==> config.mk <==
export PLATFORM = sky130hd
export DESIGN_NAME = rca_pipe
export DESIGN_NICKNAME = d
export VERILOG_FILES = /design/src/rtl/rca_pipe_pkg.sv /design/src/rtl/full_adder.sv /design/src/rtl/rca_chunk.sv /design/src/rtl/rca_pipe.sv
export SDC_FILE = /design/constraint.sdc
export NUM_CORES = 1
export LEC_CHECK = 0
export CORE_MARGIN = 2
export CORE_UTILIZATION = 60
export DETAILED_ROUTE_END_ITERATION = 16
export DONT_BUFFER_PORTS = 1
export GPL_TIMING_DRIVEN = 0
export HOLD_SLACK_MARGIN = 0.05
export PLACE_DENSITY = 0.76
export SETUP_SLACK_MARGIN = 0.15
export SYNTH_ARGS = -nofsm -noshare
export SYNTH_HDL_FRONTEND = slang
export SYNTH_SLANG_ARGS = --single-unit
==> constraint.sdc <==
create_clock -name clk -period 9.15 [get_ports clk]
set_input_delay 0.4575 -clock clk [delete_from_list [all_inputs] [get_ports clk]]
set_output_delay 0.4575 -clock clk [all_outputs]
set_load 0.03 [all_outputs]
==> src/rtl/rca_pipe_pkg.sv <==
// Shared constants, sizing helper and stage record for the pipelined
// ripple-carry adder/subtractor (rca_pipe).
package rca_pipe_pkg;

    localparam int unsigned RCA_WIDTH_DEFAULT  = 16;
    localparam int unsigned RCA_STAGES_DEFAULT = 4;

    // Bits added by each pipeline stage.
    function automatic int unsigned rca_chunk_width(input int unsigned width,
                                                    input int unsigned stages);
        return (stages == 0) ? 0 : width / stages;
    endfunction

    // Per-stage record at the default size. rca_pipe declares the same layout
    // sized by its own WIDTH parameter.
    typedef struct packed {
        logic                         valid;
        logic                         carry;
        logic [RCA_WIDTH_DEFAULT-1:0] sum;
        logic [RCA_WIDTH_DEFAULT-1:0] a;
        logic [RCA_WIDTH_DEFAULT-1:0] b;
    } rca_stage_t;

endpackage

==> src/rtl/full_adder.sv <==
// One-bit full adder cell.
module full_adder (
    input  logic a,
    input  logic b,
    input  logic c_in,
    output logic s,
    output logic c_out
);

    assign s     = a ^ b ^ c_in;
    assign c_out = (a & b) | (c_in & (a ^ b));

endmodule

==> src/rtl/rca_chunk.sv <==
// Combinational W-bit ripple of full_adder cells; one instance per pipeline stage.
module rca_chunk
    import rca_pipe_pkg::*;
#(
    parameter int unsigned W = 4
) (
    input  logic [W-1:0] a,
    input  logic [W-1:0] b,
    input  logic         c_in,
    output logic [W-1:0] s,
    output logic         c_out
);

    // Each bit keeps its own carry nets so the chain is not one self-referencing vector.
    for (genvar i = 0; i < W; i++) begin : g_bit
        logic ci;
        logic co;
        if (i == 0) begin : g_first
            assign ci = c_in;
        end else begin : g_next
            assign ci = g_bit[i-1].co;
        end
        full_adder u_fa (
            .a     (a[i]),
            .b     (b[i]),
            .c_in  (ci),
            .s     (s[i]),
            .c_out (co)
        );
    end

    assign c_out = g_bit[W-1].co;

endmodule

==> src/rtl/rca_pipe.sv <==
// Pipelined ripple-carry adder/subtractor with valid/ready handshakes.
// Stage k adds operand bits [k*CHUNK +: CHUNK] using the carry registered by
// stage k-1; the last stage register is the output register.
// Optional build macro RCA_PIPE_OVF_EN adds a registered signed-overflow output 'ovf'.
module rca_pipe
    import rca_pipe_pkg::*;
#(
    parameter int unsigned WIDTH  = RCA_WIDTH_DEFAULT,
    parameter int unsigned STAGES = RCA_STAGES_DEFAULT
) (
    input  logic             clk,
    input  logic             rst,
    input  logic             in_valid,
    output logic             in_ready,
    input  logic [WIDTH-1:0] a,
    input  logic [WIDTH-1:0] b,
    input  logic             c_in,
    input  logic             sub,
    output logic             out_valid,
    input  logic             out_ready,
    output logic [WIDTH-1:0] s,
    output logic             c_out
`ifdef RCA_PIPE_OVF_EN
    ,
    output logic             ovf
`endif
);

    localparam int unsigned CHUNK = rca_chunk_width(WIDTH, STAGES);
    localparam int unsigned LAST  = STAGES - 1;

    if (WIDTH < 1 || STAGES < 1 || (WIDTH % STAGES) != 0) begin : g_param_check
        $error("rca_pipe: WIDTH must be >= 1 and an exact multiple of STAGES");
    end

    // Upper operand bits ride along unmodified (skew); finished low sum chunks
    // ride along in 'sum' (deskew). Synthesis trims the bits a stage never uses.
    typedef struct packed {
        logic             valid;
        logic             carry;
        logic [WIDTH-1:0] sum;
        logic [WIDTH-1:0] a;
        logic [WIDTH-1:0] b;
    } stage_t;

    stage_t           st_q [STAGES];
    stage_t           st_d [STAGES];
    stage_t           src  [STAGES];
    logic [CHUNK-1:0] ch_s [STAGES];
    logic             ch_c [STAGES];
    logic             advance;

    // Whole pipeline moves together; it only stalls when a held result is unclaimed.
    assign advance   = !st_q[LAST].valid || out_ready;
    assign in_ready  = advance;
    assign out_valid = st_q[LAST].valid;
    assign s         = st_q[LAST].sum;
    assign c_out     = st_q[LAST].carry;

    // Stage sources: the input beat (B inverted, carry forced for subtract) or the previous register.
    always_comb begin
        src[0].valid = in_valid;
        src[0].carry = sub ? 1'b1 : c_in;
        src[0].sum   = '0;
        src[0].a     = a;
        src[0].b     = sub ? ~b : b;
        for (int k = 1; k < int'(STAGES); k++) begin
            src[k] = st_q[k-1];
        end
    end

    for (genvar k = 0; k < STAGES; k++) begin : g_stage
        rca_chunk #(.W(CHUNK)) u_chunk (
            .a     (src[k].a[k*CHUNK +: CHUNK]),
            .b     (src[k].b[k*CHUNK +: CHUNK]),
            .c_in  (src[k].carry),
            .s     (ch_s[k]),
            .c_out (ch_c[k])
        );
    end

    // Next stage contents; the output stage keeps its last data when a bubble arrives.
    always_comb begin
        for (int k = 0; k < int'(STAGES); k++) begin
            st_d[k]                       = src[k];
            st_d[k].sum[k*CHUNK +: CHUNK] = ch_s[k];
            st_d[k].carry                 = ch_c[k];
        end
        if (!src[LAST].valid) begin
            st_d[LAST]       = st_q[LAST];
            st_d[LAST].valid = 1'b0;
        end
    end

    // Stage registers: cleared by reset (drops in-flight beats), shift only on advance.
    always_ff @(posedge clk) begin
        if (rst) begin
            for (int k = 0; k < int'(STAGES); k++) begin
                st_q[k] <= '0;
            end
        end else if (advance) begin
            for (int k = 0; k < int'(STAGES); k++) begin
                st_q[k] <= st_d[k];
            end
        end
    end

`ifdef RCA_PIPE_OVF_EN
    logic msb_cin;
    logic ovf_d;
    logic ovf_q;

    // Carry into the MSB is recovered from the MSB sum bit and its operand bits.
    always_comb begin
        msb_cin = ch_s[LAST][CHUNK-1] ^ src[LAST].a[WIDTH-1] ^ src[LAST].b[WIDTH-1];
        ovf_d   = src[LAST].valid ? (msb_cin ^ ch_c[LAST]) : ovf_q;
    end

    // Overflow flag registered alongside s with the same hold behaviour.
    always_ff @(posedge clk) begin
        if (rst) begin
            ovf_q <= 1'b0;
        end else if (advance) begin
            ovf_q <= ovf_d;
        end
    end

    assign ovf = ovf_q;
`endif

endmodule

==> impl_metrics.yaml <==
place:
  pre_cts_ws_ps: 6090
  dp_hpwl_mm: 4.45
  placed_area_um2: 4530
  gp_congestion: 0.731
  io_buffers: 0
synth:
  synth-simple-area-share_pct: 17.4
  synth-adder-area-share_pct: 7.32
  ys_warn_count: 0
  synth_cells: 281
  avgSynthCellArea_um2: 15.6
  synthDistinctLibCells: 18
  synth_compound_area_share_pct: 0.172
  synth_fp_nets: 335
  synth.area.top_cells: "edfxtp_1, nor3b_1, fa_1"
  synth_seq_cells: 96
  syn_area_um2: 4380
  synth_top_area_share_pct: 65.9
  yosysSeqAreaShare_pct: 65.9
  synth_top_family_by_area: "simple AND/OR/NAND/NOR gates"
  synthXorXnorAreaFrac_pct: 3.20
  netlist.top_cell.by_area: "edfxtp_1"
  synthMuxAreaShare_pct: 0
routing:
  via_count: 2137
  wl_mm: 6.53
  final_antenna_net_count: 0
  drtIter0Drc: 120
  drc: 0
  via_per_inst: 5.38
  drt_first_pass_iters: 4
  wl_per_cell_um: 16.4
timing:
  finalHoldViolCount: 0
  max_freq_mhz: 374
  fin_crit_sh_pct: 29.2
  period_needed_ps: 2670
  slew_viol_final: 0
  setup_violations: 0
  final.setup.worst_slack_ps: 6480
  fin_setup_tns_ps: 0
  timing.slew.headroom_pct: 58.6
  fin_worst_skew_ps: 11.5
  worst_slew_pin_slew_ps: 621
  rsz0062_at_grt: "false"
floorplan:
  dieHeight_um: 89.4
  start_util_pct: 61.3
  die-area_um2: 7990
  std_cell_rows: 31
  die_w_um: 89.4
  coreArea_um2: 7140
  io_pins: 57
worst_setup_path:
  worst-setup-path-type: "in2reg"
  crit_path_start_kind: "input pin"
  endpoint_kind: "register"
  cp_data_arrival_time_ps: 2770
  crit_fanout: 10
  cp.required_ps: 9240
cells_and_area:
  area.growth.synth_to_final_pct: 7.95
  antenna_cells: 0
  largest_register_ffs: 96
  n_fill_cell: 541
  regMostFlops: "st_q"
  layout.nets: 347
  stdcell_area_um2: 4720
  top_regs: "st_q (96)"
  drive_gt1_share_pct: 16.4
global_route:
  antenna_found_initial: 0
  grt_start_max_net_pins: 63
  grtUsageTotal_pct: 19.0
  grt_overflow_total: 0
  grt_pass1_vias: 2131
  grt_pass1_wl_mm: 11.0
worst_hold_path:
  min_path_type: "in2reg"
power_and_ir_drop:
  power_density_nw_per_um2: 184
  peakVddDrop_mv: 0.111
  p_leak_uw: 0.00171
clock_tree:
  ctsResizeCount: 0
  cts_max_level: 3
  hold_buffers: 0
  clock_latency_ps: 360
  clock-sinks: 96
  postCtsSetupBuffers: 0
  clockBufferDepth: 2
  clk_pin_slew_ps: 90
  root_buffer: "clkbuf_8"
  cts_tree: "yes"
  numCtsBuffers: 9
run:
  drv_cap: 0
status:
  status: "complete, no violations"
-- per-layer routing --
| metal | GRT usage (%) | wire, um |
|---|---|---|
| met5 | 0 | 0 |
| met4 | 9.09 | 177 |
| met3 | 4.34 | 353 |
| met2 | 29.4 | 3200 |
| met1 | 25.9 | 2800 |
-- layout by cell type, fill, tap and decap left out, types with 2 or more instances in the layout --
master / instances
edfxtp_1: 96
nor3b_2: 5
clkbuf_1: 9
nor2_1: 2
inv_1: 28
xnor2_1: 15
nor3_1: 15
buf_6: 7
buf_4: 2
nand2b_4: 2
nor3b_1: 65
clkbuf_8: 9
clkinvlp_4: 3
nor3_2: 10
fa_1: 16
buf_2: 8
-- kinds of logic after synthesis --
logic type / Yosys count
buf+inv: 52
flops: 96
simple gates: 100
fa+ha+maj: 16
xor+xnor: 16
compound gates: 1
-- per-stage QoR --
step / utilization [%] / power [uW] / cells / hold slack, ps
final: 66.2 / 867 / 397 / 355
after global routing: 66.2 / 900 / 397 / 346
after CTS: 66.2 / 872 / 397 / 344
after detailed placement: 63.5 / 612 / 381 / 557
after global placement: 63.0 / 608 / 380 / 559
after floorplan: - / 595 / 281 / 537
-- power breakdown --
part | internal, uW | switching [uW]
clock | 126 | 140
sequential | 518 | 16.9
combinational | 32.5 | 34.7
total | 676 | 191
-- final cells by class --
type,count,area (um2),share of cell area [%]
Buffer,24,160,3.39
Clock buffer,11,131,2.78
Clock inverter,5,57.6,1.22
Inverter,28,105,2.23
Multi-Input combinational cell,133,1230,26.1
Sequential cell,96,2880,61.0
Tap cell,99,124,2.62
Timing Repair Buffer,1,27.5,0.583
-- cells in the mapped netlist --
master / n
buf_2: 8
nor2_1: 2
nand2b_4: 1
fa_1: 16
nor3b_2: 5
nor3_2: 10
buf_4: 2
edfxtp_1: 96
xnor2_1: 15
nor2b_1: 1
a21o_1: 1
clkbuf_1: 7
inv_1: 28
nand2b_1: 1
buf_6: 7
nor3b_1: 65
xor2_1: 1
nor3_1: 15
-- critical path, cell delays in order --
cell	delay, ps
buf_4	150
buf_4	190
xnor2_1	150
fa_1	410
fa_1	390
fa_1	370
inv_1	80
fa_1	410
nor3b_1	150
-- worst paths after layout --
kind | startpoint | to | slack (ps) | cells past startpoint
setup reg to reg | st_q[1][24] | st_q[2][43] | 6710 | 8
setup / recovery | sub | st_q[0][35] | 6480 | 9
hold / removal | b[10] | st_q[0][10] | 360 | 2
hold reg to reg | st_q[2][40] | st_q[3][40] | 580 | 1
Note: power is estimated with default switching activity, not from simulation.
